**config.mk**
```make
export PLATFORM = sky130hd
export DESIGN_NAME = frv_asi_issue
export DESIGN_NICKNAME = d
export VERILOG_FILES = /design/src/rtl/frv_asi_issue.sv
export SDC_FILE = /design/constraint.sdc
export NUM_CORES = 1
export LEC_CHECK = 0
export ABC_AREA = 1
export BUFFER_PORTS_ARGS = -buffer_cell sky130_fd_sc_hd__buf_2
export CELL_PAD_IN_SITES_DETAIL_PLACEMENT = 2
export CELL_PAD_IN_SITES_GLOBAL_PLACEMENT = 2
export CORE_ASPECT_RATIO = 0.75
export CORE_MARGIN = 5
export CORE_UTILIZATION = 27
export CTS_CLUSTER_DIAMETER = 80
export CTS_CLUSTER_SIZE = 14
export DETAILED_ROUTE_END_ITERATION = 10
export PLACE_DENSITY = 0.86
export SLEW_MARGIN = 30
export SYNTH_ARGS = -nofsm -noshare
export SYNTH_HDL_FRONTEND = slang
export SYNTH_SLANG_ARGS = --single-unit
```
**constraint.sdc**
```tcl
create_clock -name g_clk -period 5.48 [get_ports g_clk]
set_clock_uncertainty 0.2 [all_clocks]
set_input_delay 0.548 -clock g_clk [delete_from_list [all_inputs] [get_ports g_clk]]
set_output_delay 0.548 -clock g_clk [all_outputs]
set_load 0.01 [all_outputs]
```
**src/rtl/frv_asi_issue.sv**
```systemverilog
// Requester side of the ASI handshake: registers one decoded op, presents it
// to the ASI unit, buffers the result for writeback and owns the AES flush.
module frv_asi_issue #(
    parameter int          XLEN      = 32,
    parameter int          TIMEOUT   = 16,
    parameter logic [31:0] LFSR_SEED = 32'h6A09E667,
    parameter int          OP        = 6
) (
    input  logic            g_clk,
    input  logic            g_resetn,
    input  logic            s_valid,
    output logic            s_ready,
    input  logic [OP:0]     s_uop,
    input  logic [XLEN-1:0] s_rs1,
    input  logic [XLEN-1:0] s_rs2,
    input  logic [1:0]      s_shamt,
    input  logic [4:0]      s_rd,
    input  logic            kill,
    output logic            asi_valid,
    input  logic            asi_ready,
    output logic [OP:0]     asi_uop,
    output logic [XLEN-1:0] asi_rs1,
    output logic [XLEN-1:0] asi_rs2,
    output logic [1:0]      asi_shamt,
    input  logic [XLEN-1:0] asi_result,
    output logic            asi_flush_aessub,
    output logic            asi_flush_aesmix,
    output logic [31:0]     asi_flush_data,
    output logic            wb_valid,
    input  logic            wb_ready,
    output logic [XLEN-1:0] wb_result,
    output logic [4:0]      wb_rd,
    output logic            wb_err
);

    typedef enum logic [1:0] {
        IDLE = 2'd0,
        BUSY = 2'd1,
        DONE = 2'd2
    } state_t;

    localparam logic [31:0]  SEED_EFF = (LFSR_SEED == 32'h0) ? 32'h1 : LFSR_SEED;
    localparam int           CW       = $clog2(TIMEOUT + 1);
    localparam logic [CW-1:0] CNT_LAST = CW'(TIMEOUT - 1);

    // Galois step, polynomial x^32+x^22+x^2+x+1.
    function automatic logic [31:0] f_lfsr_step(input logic [31:0] v);
        logic [31:0] nxt;
        nxt = v >> 1;
        if (v[0]) begin
            nxt = nxt ^ 32'h80200003;
        end else begin
            nxt = nxt;
        end
        return nxt;
    endfunction

    state_t          r_state;
    state_t          w_next;
    logic [CW-1:0]   r_cnt;
    logic [31:0]     r_lfsr;
    logic            r_flush;
    logic [OP:0]     r_uop;
    logic [XLEN-1:0] r_rs1;
    logic [XLEN-1:0] r_rs2;
    logic [1:0]      r_shamt;
    logic [4:0]      r_rd;
    logic [XLEN-1:0] r_wb_result;
    logic            r_wb_err;
    logic            w_accept;
    logic            w_timeout;
    logic            w_flush_set;

    assign s_ready          = !kill && ((r_state == IDLE) || ((r_state == DONE) && wb_ready));
    assign w_accept         = s_valid && s_ready;
    assign w_timeout        = (r_state == BUSY) && !asi_ready && (r_cnt == CNT_LAST);
    assign asi_valid        = (r_state == BUSY);
    assign wb_valid         = (r_state == DONE);
    assign asi_uop          = r_uop;
    assign asi_rs1          = r_rs1;
    assign asi_rs2          = r_rs2;
    assign asi_shamt        = r_shamt;
    assign wb_result        = r_wb_result;
    assign wb_rd            = r_rd;
    assign wb_err           = r_wb_err;
    assign asi_flush_aessub = r_flush;
    assign asi_flush_aesmix = r_flush;
    assign asi_flush_data   = r_lfsr;

    // Next-state and flush request; kill overrides everything, including a timeout.
    always_comb begin
        w_next      = r_state;
        w_flush_set = 1'b0;
        if (kill) begin
            w_next      = IDLE;
            w_flush_set = (r_state != IDLE);
        end else begin
            w_flush_set = w_timeout;
            case (r_state)
                IDLE: begin
                    if (s_valid) w_next = BUSY;
                    else         w_next = IDLE;
                end
                BUSY: begin
                    if (asi_ready || w_timeout) w_next = DONE;
                    else                        w_next = BUSY;
                end
                DONE: begin
                    if (wb_ready) w_next = s_valid ? BUSY : IDLE;
                    else          w_next = DONE;
                end
                default: w_next = IDLE;
            endcase
        end
    end

    // State, operand, result and flush-LFSR registers.
    always_ff @(posedge g_clk) begin
        if (!g_resetn) begin
            r_state     <= IDLE;
            r_cnt       <= {CW{1'b0}};
            r_lfsr      <= SEED_EFF;
            r_flush     <= 1'b0;
            r_uop       <= {(OP+1){1'b0}};
            r_rs1       <= {XLEN{1'b0}};
            r_rs2       <= {XLEN{1'b0}};
            r_shamt     <= 2'b00;
            r_rd        <= 5'd0;
            r_wb_result <= {XLEN{1'b0}};
            r_wb_err    <= 1'b0;
        end else begin
            r_state <= w_next;
            r_flush <= w_flush_set;
            if (r_flush) begin
                r_lfsr <= f_lfsr_step(r_lfsr);
            end
            if (w_accept) begin
                r_uop   <= s_uop;
                r_rs1   <= s_rs1;
                r_rs2   <= s_rs2;
                r_shamt <= s_shamt;
                r_rd    <= s_rd;
                r_cnt   <= {CW{1'b0}};
            end else if ((r_state == BUSY) && !asi_ready) begin
                r_cnt <= r_cnt + {{(CW-1){1'b0}}, 1'b1};
            end
            // Result capture; a timeout reports zero with the error flag.
            if (kill) begin
                r_wb_err <= 1'b0;
            end else if ((r_state == BUSY) && asi_ready) begin
                r_wb_result <= asi_result;
                r_wb_err    <= 1'b0;
            end else if (w_timeout) begin
                r_wb_result <= {XLEN{1'b0}};
                r_wb_err    <= 1'b1;
            end else if ((r_state == DONE) && wb_ready) begin
                r_wb_err <= 1'b0;
            end
        end
    end

endmodule

```
======== Yosys cells after proc, flatten, opt, wreduce, memory -nomap -nowiden ========
Cells that the tools add are included.
storage, ports and cells
  register bits after elaboration ......... 151
  input bits .............................. 116
  output and inout bits ................... 148
  word-level logic and storage cells ...... 46
operators by class
  add/subtract/negate cells ............... 1
  equality and inequality tests ........... 3
  muxes and demuxes ....................... 10
  bitwise logic cells ..................... 3
  reductions and logical operators ........ 18
operators with widths
  cell                 number
  $mux 32              3
  $logic_and 1x1->1    6
  $pmux 2 s3           1
  $reduce_bool 2->1    3
  $add 5x1->5 const B  1
  $eq 5x4->1 const B   1
  $mux 1               4
  $mux 2               2
  $not 3->4            1
  $reduce_or 2->1      2
  $reduce_or 3->1      1
  $eq 2x1->1 const B   1
  $eq 2x2->1 const B   1
  $logic_not 1->1      2
  $logic_not 2->1      1
  $logic_or 1x1->1     2
  $not 1->1            2
  $reduce_and 2->1     1

======== Logic depth before layout (Yosys ltp) ========
Gate-level depths: netlist (run 1).
  depth after elaboration ................. 6
  depth in mapped cells ................... 8
  gate-level depth less buffers ........... 7

======== Worst setup path after synthesis (run 1) ========
OpenSTA, ideal clock, no wires.
  kind .................................... input to output
  start ................................... in wb_ready
  end ..................................... out s_ready
  data arrival time ....................... 1381 ps
  required time ........................... 4732 ps
  slack ................................... 3351 ps
  stages .................................. 5
  path buffers ............................ 1
  path through ............................ inv_1 a21oi_2 clkbuf_1 inv_1 nor2_1
between the ends
  cells in the longest elaborated chain, start to end .. 3
RTL lines
  element            RTL line  RTL
  start, declared    30        input logic wb_ready,
  $logic_and 1x1->1  74        assign s_ready = !kill && ((r_state == IDLE) || ((r_state == DONE) && wb_ready));
  $logic_or 1x1->1   74
  $logic_and 1x1->1  74
  end, declared      12        output logic s_ready,
No other way between the ends.

======== Worst setup path in the final report (run 1) ========
  start ................................... reg r_state[1]
  end ..................................... out s_ready
between the ends
  cells in the longest elaborated chain, start to end .. 4
  elaborated cells between the ends (all ways) .. 5
  those cells by class .................... eq/ne: 1; reduce/logical: 4
RTL lines
  element                 RTL line  RTL
  start, declared         58        state_t r_state;
  start signal, assigned  132       r_state <= w_next;
  $eq 2x2->1              74
  $logic_and 1x1->1       74
  $logic_or 1x1->1 *      74
  $logic_and 1x1->1 *     74
Every way passes the cells marked *; elsewhere a longest branch is shown, timed or not.

==> results.md, run 1 <==
| Group | Quantity | Value |
| --- | --- | --- |
| finish | Area Overhead vs Synth | 33.18% |
| finish | Post-route non-filler standard cell count | 1586 |
| pwr | Comb power frac | 13.3% |
| floorplan | Total number of placement rows | 49 |
| clock network | CTS root buffer | sky130_fd_sc_hd__clkbuf_16 |
| synth | Primary FF master, synth | sky130_fd_sc_hd__dfxtp_1 |
| synth | Most frequently used cell type in the post-synthesis netlist | sky130_fd_sc_hd__inv_1 |
| worst setup path | Worst flop-to-flop path endpoint | asi_rs2[6] |
| synth | Seq/Total Area, Yosys | 45.32% |
| worst setup path | Kind of launch point of the worst setup path | flop |
| sta | Total negative setup slack | 0 ns |
| routing | Avg Vias per Cell | 4.490 |
| sta | Transition at the pin with the smallest max-transition slack | 0.9535 ns |
| synth | EDFF count, synth | 0 |
| synth | Post-synthesis compound-gate area fraction | 5.215% |
| clock network | Post-CTS Setup Bufs | 0 |
| synth | Post-synth cell types | 22 |
| clock network | Hold-fix buffers, CTS | 0 |
| worst setup path | Critical path buffer and inverter count | 3 |
| routing | Number of routed nets with antenna violations | 0 |
| pwr | IR Drop Worst-Case VDD | 0.1828 mV |
| placement | Post-DP HPWL | 18260 um |
| synth | Total nets after synthesis | 1134 |
| floorplan | Area of the die | 27980 um^2 |
| sta | Number of setup violations in the final report | 0 |
| clock network | Post-cts sizing count | 0 |
| clock network | Maximum clock path buffer count | 2 |
| worst setup path | CP Cell Sequence | a21oi_4 > buf_4 > inv_1 > nor2_1 > buf_2 |
| synth | Fraction of the mapped netlist area in simple logic gates | 30.95% |
| sta | Max frequency | 349.2 MHz |
| finish | Total Nets Final | 1360 |
| min path | Worst Hold Path EP | wb_result[10] |
| worst setup path | Master of the slowest instance on the critical path | sky130_fd_sc_hd__buf_4 |
| synth | Cell type with the largest total area after synthesis | sky130_fd_sc_hd__dfxtp_1 |
| synth | Yosys warning total | 0 |
| clock network | Clock net sink count | 151 |
| synth | Proportion of synthesized area in mux cells | 0% |
| min path | Worst min path class | primary input to flop |
| worst setup path | Worst path arrival time | 2.12 ns |
| placement | Routability-driven placement congestion ratio | 0.7374 |
| min path | Hold path depth | 3 |
| pwr | Sequential power share | 41.5% |
| routing | Total DRC errors in the routed layout | 0 |
| clock network | TritonCTS buffer count | 17 |
| run | Max-capacitance violation count | 0 |
| pwr | Internal power contribution | 2.100 mW |
| floorplan | Starting density of the core | 27.61% |
| synth | Xor and xnor fraction of the mapped netlist area | 0.2626% |
| routing | Routed WL | 26250 um |
| routing | First drt pass iteration count | 4 |
| pwr | Leakage power | 4.935 nW |
| floorplan | Chip height | 146.1 um |
| synth | Synthesized netlist cell count | 1016 |
| synth | Top-area cell type share of the netlist area | 45.32% |
| synth | Dominant combinational cell family by area after synthesis | simple AND/OR/NAND/NOR gates |
| global route | GRT overflow | 0 |
| synth | Async SR Flop Fraction | 0% |
| global route | GRT Total Usage | 18.45% |
| global route | Initial antenna violation count | 2 |
| worst setup path | Crit Path Category | flop to output pin |
| global route | Via count of the first global-routing pass | 7630 |
| sta | Hold violation total from the final report | 0 |
| synth | Average footprint of a synthesized cell | 6.565 um^2 |
| clock network | TritonCTS clock tree | yes |
| synth | FF+latch count, synth | 151 |
| pwr | Sw frac | 26.97% |
| status | Outcome | complete, no violations |
| floorplan | Core area | 24160 um^2 |
| sta | Fin crit period | 2.864 ns |
| pwr | Proportion of power drawn by the clock network | 45.2% |
| global route | Largest net degree at the start of global routing | 81 |
| synth | Dominant cells by area after synthesis | sky130_fd_sc_hd__dfxtp_1 (45%), sky130_fd_sc_hd__inv_1 (14%), sky130_fd_sc_hd__nand2_1 (13%) |
| worst setup path | Worst flop-to-flop path startpoint | r_state[1] |
| routing | Vias | 7121 |
| pwr | P per Cell Area | 323.7 nW/um^2 |
| worst setup path | Capturing element type of the critical path | output pin |
| global route | First-pass GRT wire length | 41660 um |
| worst setup path | Slowest Stage Delay on Critical Path | 0.72 ns |
| worst setup path | Cell count of the worst reg-to-reg path | 5 |
| synth | Area of the mapped netlist | 6670 um^2 |
| sta | Max-slew headroom at the worst pin | 36.44% |
| worst setup path | Worst path top cell family by delay | buffers and inverters |
| placement | Number of port buffers | 263 |
| synth | Adder-Cell Fraction of Synth Area | 0.3752% |
| min path | Startpoint of the lowest-slack hold path | asi_result[10] |
| worst setup path | Setup slack on the worst flop-to-flop path | 3.37 ns |
| clock network | Deepest level of the CTS H-tree | 4 |
| finish | Count of filler cells inserted in the layout | 3007 |
| sta | Final worst-path cycle share | 52.26% |
| worst setup path | Maximum fanout encountered on the critical timing path | 80 |
| floorplan | Die width | 191.5 um |
| pwr | Switching pwr | 0.7757 mW |
| sta | Unrepaired setup endpoints after global routing | false |
| clock network | Clock edge transition at the registers on the reported setup and hold paths | 0.06 ns |
| floorplan | IO Count | 264 |
| clock network | Clock latency on the worst-skew pair | 0.43 ns |
| sta | Pins over their slew limit | 0 |
| synth | Commonest cells post-synth | sky130_fd_sc_hd__inv_1 (247), sky130_fd_sc_hd__nand2_1 (235), sky130_fd_sc_hd__dfxtp_1 (151) |
| routing | Number of DRC markers after the initial detailed-route iteration | 244 |
| worst setup path | Data required time at the worst endpoint | 4.73 ns |
| finish | Layout cells sized above 1 | 24.56% |
| routing | Routed wirelength normalized by instance count | 16.55 um |
| placement | Total instance count after detailed placement | 1554 |
| worst setup path | Launch point of the worst path | r_state[1] |
==> flip-flops by register name (all words and copies together), names as in the netlist <==
| name | flops |
|---|---|
| asi_flush_data | 32 |
| asi_rs1 | 32 |
| asi_rs2 | 32 |
| wb_result | 32 |
| asi_uop | 7 |
| r_cnt | 5 |
| wb_rd | 5 |
| asi_shamt | 2 |
| r_state | 2 |
| asi_flush_aesmix | 1 |
| wb_err | 1 |
==> cells by family after synthesis <==
logic type,Yosys count
flip-flops,151
buffers and inverters,315
AND/OR/NAND/NOR,480
adder cells (fa/ha/maj),2
XOR/XNOR,2
AO/OA/AOI/OAI,66
==> power groups by stage <==
stage	registers (mW)	clock network (mW)	logic [mW]
2_1_floorplan	1.24	0	0.185
3_3_place_gp	1.21	0	0.370
3_5_place_dp	1.22	0	0.389
4_1_cts	1.19	1.34	0.394
5_1_grt	1.20	1.38	0.432
6_report	1.19	1.30	0.384
==> metal layers <==
layer,global-route usage [%],part of all wire (%)
met2,31.22,49
met5,0,0.050
met4,4.810,1.1
met3,6.706,7.1
met1,22.22,43
==> area by class of cell <==
class	count	area [um^2]	share of cell area, %
Multi-Input combinational cell	550	2472	27.83
Clock buffer	18	429.2	4.831
Tap cell	331	414.1	4.662
Inverter	250	939.7	10.58
Clock inverter	13	203.9	2.296
Sequential cell	151	3023	34.03
Timing Repair Buffer	272	1399	15.75
Antenna cell	1	2.502	0.02817
==> worst register-to-register path, delay by kind of cell, from the launching register on <==
| family | cells | cell delay [ns] |
|---|---|---|
| AO/OA/AOI/OAI | 1 | 0.21 |
| buffers and inverters | 1 | 0.72 |
| AND/OR/NAND/NOR | 3 | 0.50 |
| flip-flops | 1 | 0.38 |
==> metrics by stage <==
stage | instance area [um^2] | worst slack (ns) | util (%) | hold slack (ns) | total power, mW
after floorplan | 6670 | 3.351 | - | 0.2409 | 1.425
after global placement | 8228 | 2.226 | 34.06 | 0.2447 | 1.584
after detailed placement | 8248 | 2.508 | 34.14 | 0.2547 | 1.607
after CTS | 8881 | 2.532 | 36.77 | 0.1679 | 2.926
after global routing | 8884 | 2.445 | 36.78 | 0.1770 | 3.018
final | 8884 | 2.616 | 36.78 | 0.1953 | 2.876
==> layout by cell type, fill, tap and decap left out, types with 2 or more instances in the layout <==
master,count
sky130_fd_sc_hd__nand4_1,78
sky130_fd_sc_hd__buf_2,262
sky130_fd_sc_hd__clkbuf_16,17
sky130_fd_sc_hd__nand2_1,235
sky130_fd_sc_hd__dfxtp_1,151
sky130_fd_sc_hd__buf_4,9
sky130_fd_sc_hd__ha_1,2
sky130_fd_sc_hd__nand3_1,47
sky130_fd_sc_hd__clkinv_2,4
sky130_fd_sc_hd__xor2_1,2
sky130_fd_sc_hd__clkinvlp_4,4
sky130_fd_sc_hd__o21ai_0,18
sky130_fd_sc_hd__o211ai_1,3
sky130_fd_sc_hd__inv_1,247
sky130_fd_sc_hd__bufinv_16,5
sky130_fd_sc_hd__a21oi_1,41
sky130_fd_sc_hd__nor2_1,117
==> worst max-delay path by stage <==
stage	cells past startpoint	end	slack [ns]
final	5	s_ready	2.62
after global routing	5	s_ready	2.44
after CTS	5	s_ready	2.53
after detailed placement	7	asi_rs2[18]	2.51
after global placement	5	r_cnt[0]	2.23
after floorplan	5	s_ready	3.35
(Power assumes the default switching activity.)
==> inputs of run 2 (changes only) <==
--- a/config.mk
+++ b/config.mk
@@ -5,7 +5,7 @@
 export SDC_FILE = /design/constraint.sdc
 export NUM_CORES = 1
 export LEC_CHECK = 0
-export ABC_AREA = 1
+export ABC_AREA = 0
 export BUFFER_PORTS_ARGS = -buffer_cell sky130_fd_sc_hd__buf_2
 export CELL_PAD_IN_SITES_DETAIL_PLACEMENT = 2
 export CELL_PAD_IN_SITES_GLOBAL_PLACEMENT = 2
@@ -15,7 +15,7 @@
 export CTS_CLUSTER_DIAMETER = 80
 export CTS_CLUSTER_SIZE = 14
 export DETAILED_ROUTE_END_ITERATION = 10
-export PLACE_DENSITY = 0.86
+export PLACE_DENSITY = 0.8
 export SLEW_MARGIN = 30
 export SYNTH_ARGS = -nofsm -noshare
 export SYNTH_HDL_FRONTEND = slang
==> constraint.sdc (replaced) <==
create_clock -name g_clk -period 2.7 [get_ports g_clk]
set_clock_uncertainty 0.2 [all_clocks]
set_input_delay 0.27 -clock g_clk [delete_from_list [all_inputs] [get_ports g_clk]]
set_output_delay 0.27 -clock g_clk [all_outputs]
set_load 0.01 [all_outputs]
==> run 2 against run 1 <==
Net effect:
- die area fell by 13%
- clock-buffer cell count shrank 1
- design area rose by 1.2%
- total power rose by 96%
- global-route usage up 0.92 points
- utilization is 5.9 points higher
- wire length decreased by 8.3%
- hold slack got worse by 0.15 ns
- setup slack got worse by 2.0 ns
- first-iteration DRC count decreased by 39%
- critical path type is now flop to flop
- critical endpoint is now wb_result[1]
- largest cell class unchanged
- highest routed layer is now met4
==> results.md, run 2 <==
| Group | Quantity | Value | vs previous |
| --- | --- | --- | --- |
| worst setup path | CP Cell Sequence | ha_1 > and3_1 > ha_1 > nor2_1 > o31a_1 > buf_4 > a22o_1 |  |
| floorplan | Die width | 178.6 um | -6.7% |
| clock network | Hold-fix buffers, CTS | 112 | +112 |
| status | Outcome | complete, no violations |  |
| pwr | Proportion of power drawn by the clock network | 47.3% | +2.1 points |
| floorplan | Starting density of the core | 27.33% | -0.28 points |
| floorplan | Chip height | 136.5 um | -6.6% |
| routing | Routed WL | 24090 um | -8.3% |
| clock network | TritonCTS clock tree | yes |  |
| worst setup path | Master of the slowest instance on the critical path | sky130_fd_sc_hd__dfxtp_1 |  |
| sta | Final worst-path cycle share | 78.41% |  |
| synth | Average footprint of a synthesized cell | 10.07 um^2 | +53% |
| sta | Number of setup violations in the final report | 0 | unchanged |
| sta | Max frequency | 472.3 MHz |  |
| routing | First drt pass iteration count | 4 | unchanged |
| synth | Dominant cells by area after synthesis | sky130_fd_sc_hd__dfxtp_1 (52%), sky130_fd_sc_hd__mux2i_1 (19%), sky130_fd_sc_hd__nand2_1 (11%) |  |
| pwr | Leakage power | 4.104 nW | -17% |
| sta | Max-slew headroom at the worst pin | 40.82% | +4.4 points |
| worst setup path | Kind of launch point of the worst setup path | flop |  |
| pwr | IR Drop Worst-Case VDD | 0.3201 mV | +75% |
| synth | Commonest cells post-synth | sky130_fd_sc_hd__nand2_1 (173), sky130_fd_sc_hd__dfxtp_1 (151), sky130_fd_sc_hd__mux2i_1 (109) |  |
| routing | Number of DRC markers after the initial detailed-route iteration | 148 | -39% |
| synth | EDFF count, synth | 0 | unchanged |
| clock network | Maximum clock path buffer count | 2 | unchanged |
| worst setup path | Worst flop-to-flop path startpoint | r_cnt[0] |  |
| sta | Total negative setup slack | 0 ns | unchanged |
| placement | Worst slack, placed | 0.6327 ns | -1.875 ns |
| synth | Post-synth cell types | 34 | +55% |
| worst setup path | Worst flop-to-flop path endpoint | wb_result[1] |  |
| finish | Leading cell types in the layout, fill and taps excluded | sky130_fd_sc_hd__buf_2 (262), sky130_fd_sc_hd__nand2_1 (173), sky130_fd_sc_hd__dfxtp_1 (150) |  |
| clock network | Clock latency on the worst-skew pair | 0.42 ns | about the same |
| sta | Pins over their slew limit | 0 | unchanged |
| routing | Total DRC errors in the routed layout | 0 | unchanged |
| routing | Vias | 5566 | -22% |
| finish | Layout cells sized above 1 | 32.80% | +8.2 points |
| synth | Yosys warning total | 0 | unchanged |
| clock network | Clock edge transition at the registers on the reported setup and hold paths | 0.07 ns | about the same |
| worst setup path | Worst path arrival time | 2.21 ns | +0.09 ns |
| clock network | Clock net sink count | 151 | unchanged |
| pwr | P per Cell Area | 627.7 nW/um^2 | +94% |
| synth | Primary FF master, synth | sky130_fd_sc_hd__dfxtp_1 |  |
| worst setup path | Slowest Stage Delay on Critical Path | 0.37 ns | -0.35 ns |
| pwr | Sequential power share | 41.7% | +0.2 points |
| placement | Routability-driven placement congestion ratio | 0.7200 | -2.4% |
| synth | Synthesized netlist cell count | 572 | -44% |
| pwr | Sw frac | 25.46% | -1.5 points |
| finish | Final non-filler cell area | 8989 um^2 | +1.2% |
| clock network | Post-CTS Setup Bufs | 0 | unchanged |
| min path | Startpoint of the lowest-slack hold path | asi_ready |  |
| floorplan | Total number of placement rows | 46 | -6.1% |
| worst setup path | Maximum fanout encountered on the critical timing path | 32 | -60% |
| synth | Cell type with the largest total area after synthesis | sky130_fd_sc_hd__dfxtp_1 |  |
| routing | Routed wirelength normalized by instance count | 19.57 um | +18% |
| synth | Seq/Total Area, Yosys | 52.50% | +7.2 points |
| routing | Avg Vias per Cell | 4.522 | +0.70% |
| sta | Unrepaired setup endpoints after global routing | false |  |
| finish | Total Nets Final | 1047 | -23% |
| worst setup path | Critical path buffer and inverter count | 1 | -2 |
| synth | Top-area cell type share of the netlist area | 52.50% | +7.2 points |
| placement | Post-DP HPWL | 13700 um | -25% |
| pwr | Overall power | 5.642 mW | +96% |
| min path | Worst Hold Path EP | wb_err |  |
| synth | Async SR Flop Fraction | 0% | unchanged |
| pwr | Comb power frac | 11.0% | -2.3 points |
| global route | GRT Total Usage | 19.37% | +0.92 points |
| floorplan | Area of the die | 24380 um^2 | -13% |
| min path | Worst min path class | primary input to flop |  |
| pwr | Switching pwr | 1.436 mW | +85% |
| synth | FF+latch count, synth | 151 | unchanged |
| placement | Post-placement cell area | 7209 um^2 | -13% |
| floorplan | IO Count | 264 | unchanged |
| worst setup path | Setup slack on the worst flop-to-flop path | 0.58 ns | -2.79 ns |
| worst setup path | Worst path top cell family by delay | compound AO/OA/AOI/OAI gates |  |
| global route | Via count of the first global-routing pass | 6326 | -17% |
| min path | Hold path depth | 2 | -1 |
| worst setup path | Data required time at the worst endpoint | 2.80 ns | -1.93 ns |
| sta | Fin crit period | 2.117 ns |  |
| synth | Most frequently used cell type in the post-synthesis netlist | sky130_fd_sc_hd__nand2_1 |  |
| clock network | Deepest level of the CTS H-tree | 4 | unchanged |
| worst setup path | Most common cell on crit path | sky130_fd_sc_hd__ha_1 |  |
| routing | Number of routed nets with antenna violations | 0 | unchanged |
| clock network | TritonCTS buffer count | 17 | unchanged |
| worst setup path | Launch point of the worst path | r_cnt[0] |  |
| finish | Area Overhead vs Synth | 56.11% |  |
| sta | Worst-case setup margin in the final layout | 0.5829 ns | -2.033 ns |
| clock network | CTS root buffer | sky130_fd_sc_hd__clkbuf_16 |  |
| finish | Most frequent standard cell in the layout excluding fill and tap cells | sky130_fd_sc_hd__buf_2 |  |
| worst setup path | Crit Path Category | flop to flop |  |
| sta | Worst slack on hold paths | 0.04276 ns | -0.1526 ns |
| run | Max-capacitance violation count | 0 | unchanged |
| synth | Area of the mapped netlist | 5758 um^2 | -14% |
| sta | Transition at the pin with the smallest max-transition slack | 0.8877 ns | -0.06578 ns |
| pwr | Internal power contribution | 4.206 mW | +100% |
| placement | Number of port buffers | 263 | unchanged |
| global route | Largest net degree at the start of global routing | 89 | +9.9% |
| global route | First-pass GRT wire length | 36560 um | -12% |
| synth | Total nets after synthesis | 690 | -39% |
| worst setup path | Capturing element type of the critical path | flop |  |
| global route | Initial antenna violation count | 1 | -1 |
| global route | GRT overflow | 0 | unchanged |
| sta | Hold violation total from the final report | 0 | unchanged |
| worst setup path | Cell count of the worst reg-to-reg path | 7 | +2 |
| clock network | Post-cts sizing count | 0 | unchanged |
| floorplan | Core area | 21070 um^2 | -13% |
-- run 2: cell types whose count changed after synthesis, sizes merged, moves of 34 or more --
cell / previous run / this run
inv: 247 / 4
mux2i: 0 / 109
nor2: 118 / 20
nand4: 78 / 1
nand2: 235 / 173
nand3: 48 / 0
a21oi: 42 / 6
clkbuf: 56 / 22
-- run 2: cell type report --
class                      instances  area (um^2)
antenna                            1        2.502
clock buffer                      17        425.4
clock inverter                    15        230.2
fill                            2297        12080
inverter                           4        15.01
multi-input combinational        373         2414
sequential                       151         3024
tap                              288        360.3
timing repair buffer             382         2517
-- run 2: cells by family (layout without fill, tap and decap cells) --
group | after synthesis | in the layout | share of synthesized area [%]
XOR/XNOR | 4 | 4 | 0.6085
multiplexers | 109 | 109 | 18.95
buffers and inverters | 48 | 418 | 5.693
AO/OA/AOI/OAI | 47 | 47 | 6.497
AND/OR/NAND/NOR | 211 | 211 | 15.32
flip-flops | 151 | 151 | 52.50
adder cells (fa/ha/maj) | 2 | 2 | 0.4345
other | 0 | 1 | 0
-- run 2: per-layer routing --
layer	GRT usage, %	share of wire, %
met1	20.50	38
met2	36.03	52
met3	6.783	7.8
met4	6.050	1.8
met5	0	0
-- run 2: worst max-delay path by stage --
stage / to / slack (ns) / depth (start not counted)
final: wb_result[1] / 0.58 / 7
after global routing: wb_result[0] / 0.46 / 7
after CTS: wb_result[5] / 0.61 / 7
after detailed placement: wb_result[5] / 0.63 / 7
after global placement: wb_result[4] / 0.70 / 7
after floorplan: wb_result[10] / 0.85 / 7
-- run 2: per-stage QoR --
stage               instances  util [%]
finish                   1231     42.67
global route             1231     42.67
CTS                      1230     42.66
detailed placement       1086     34.22
global placement         1086     34.22
floorplan                 572         -
-- run 2: power groups by stage --
stage	Combinational, mW	Clock, mW	Sequential (mW)
6_report	0.621	2.67	2.35
3_3_place_gp	0.455	0	2.39
2_1_floorplan	0.231	0	2.43
5_1_grt	0.669	2.84	2.36
3_5_place_dp	0.468	0	2.40
4_1_cts	0.601	2.73	2.35
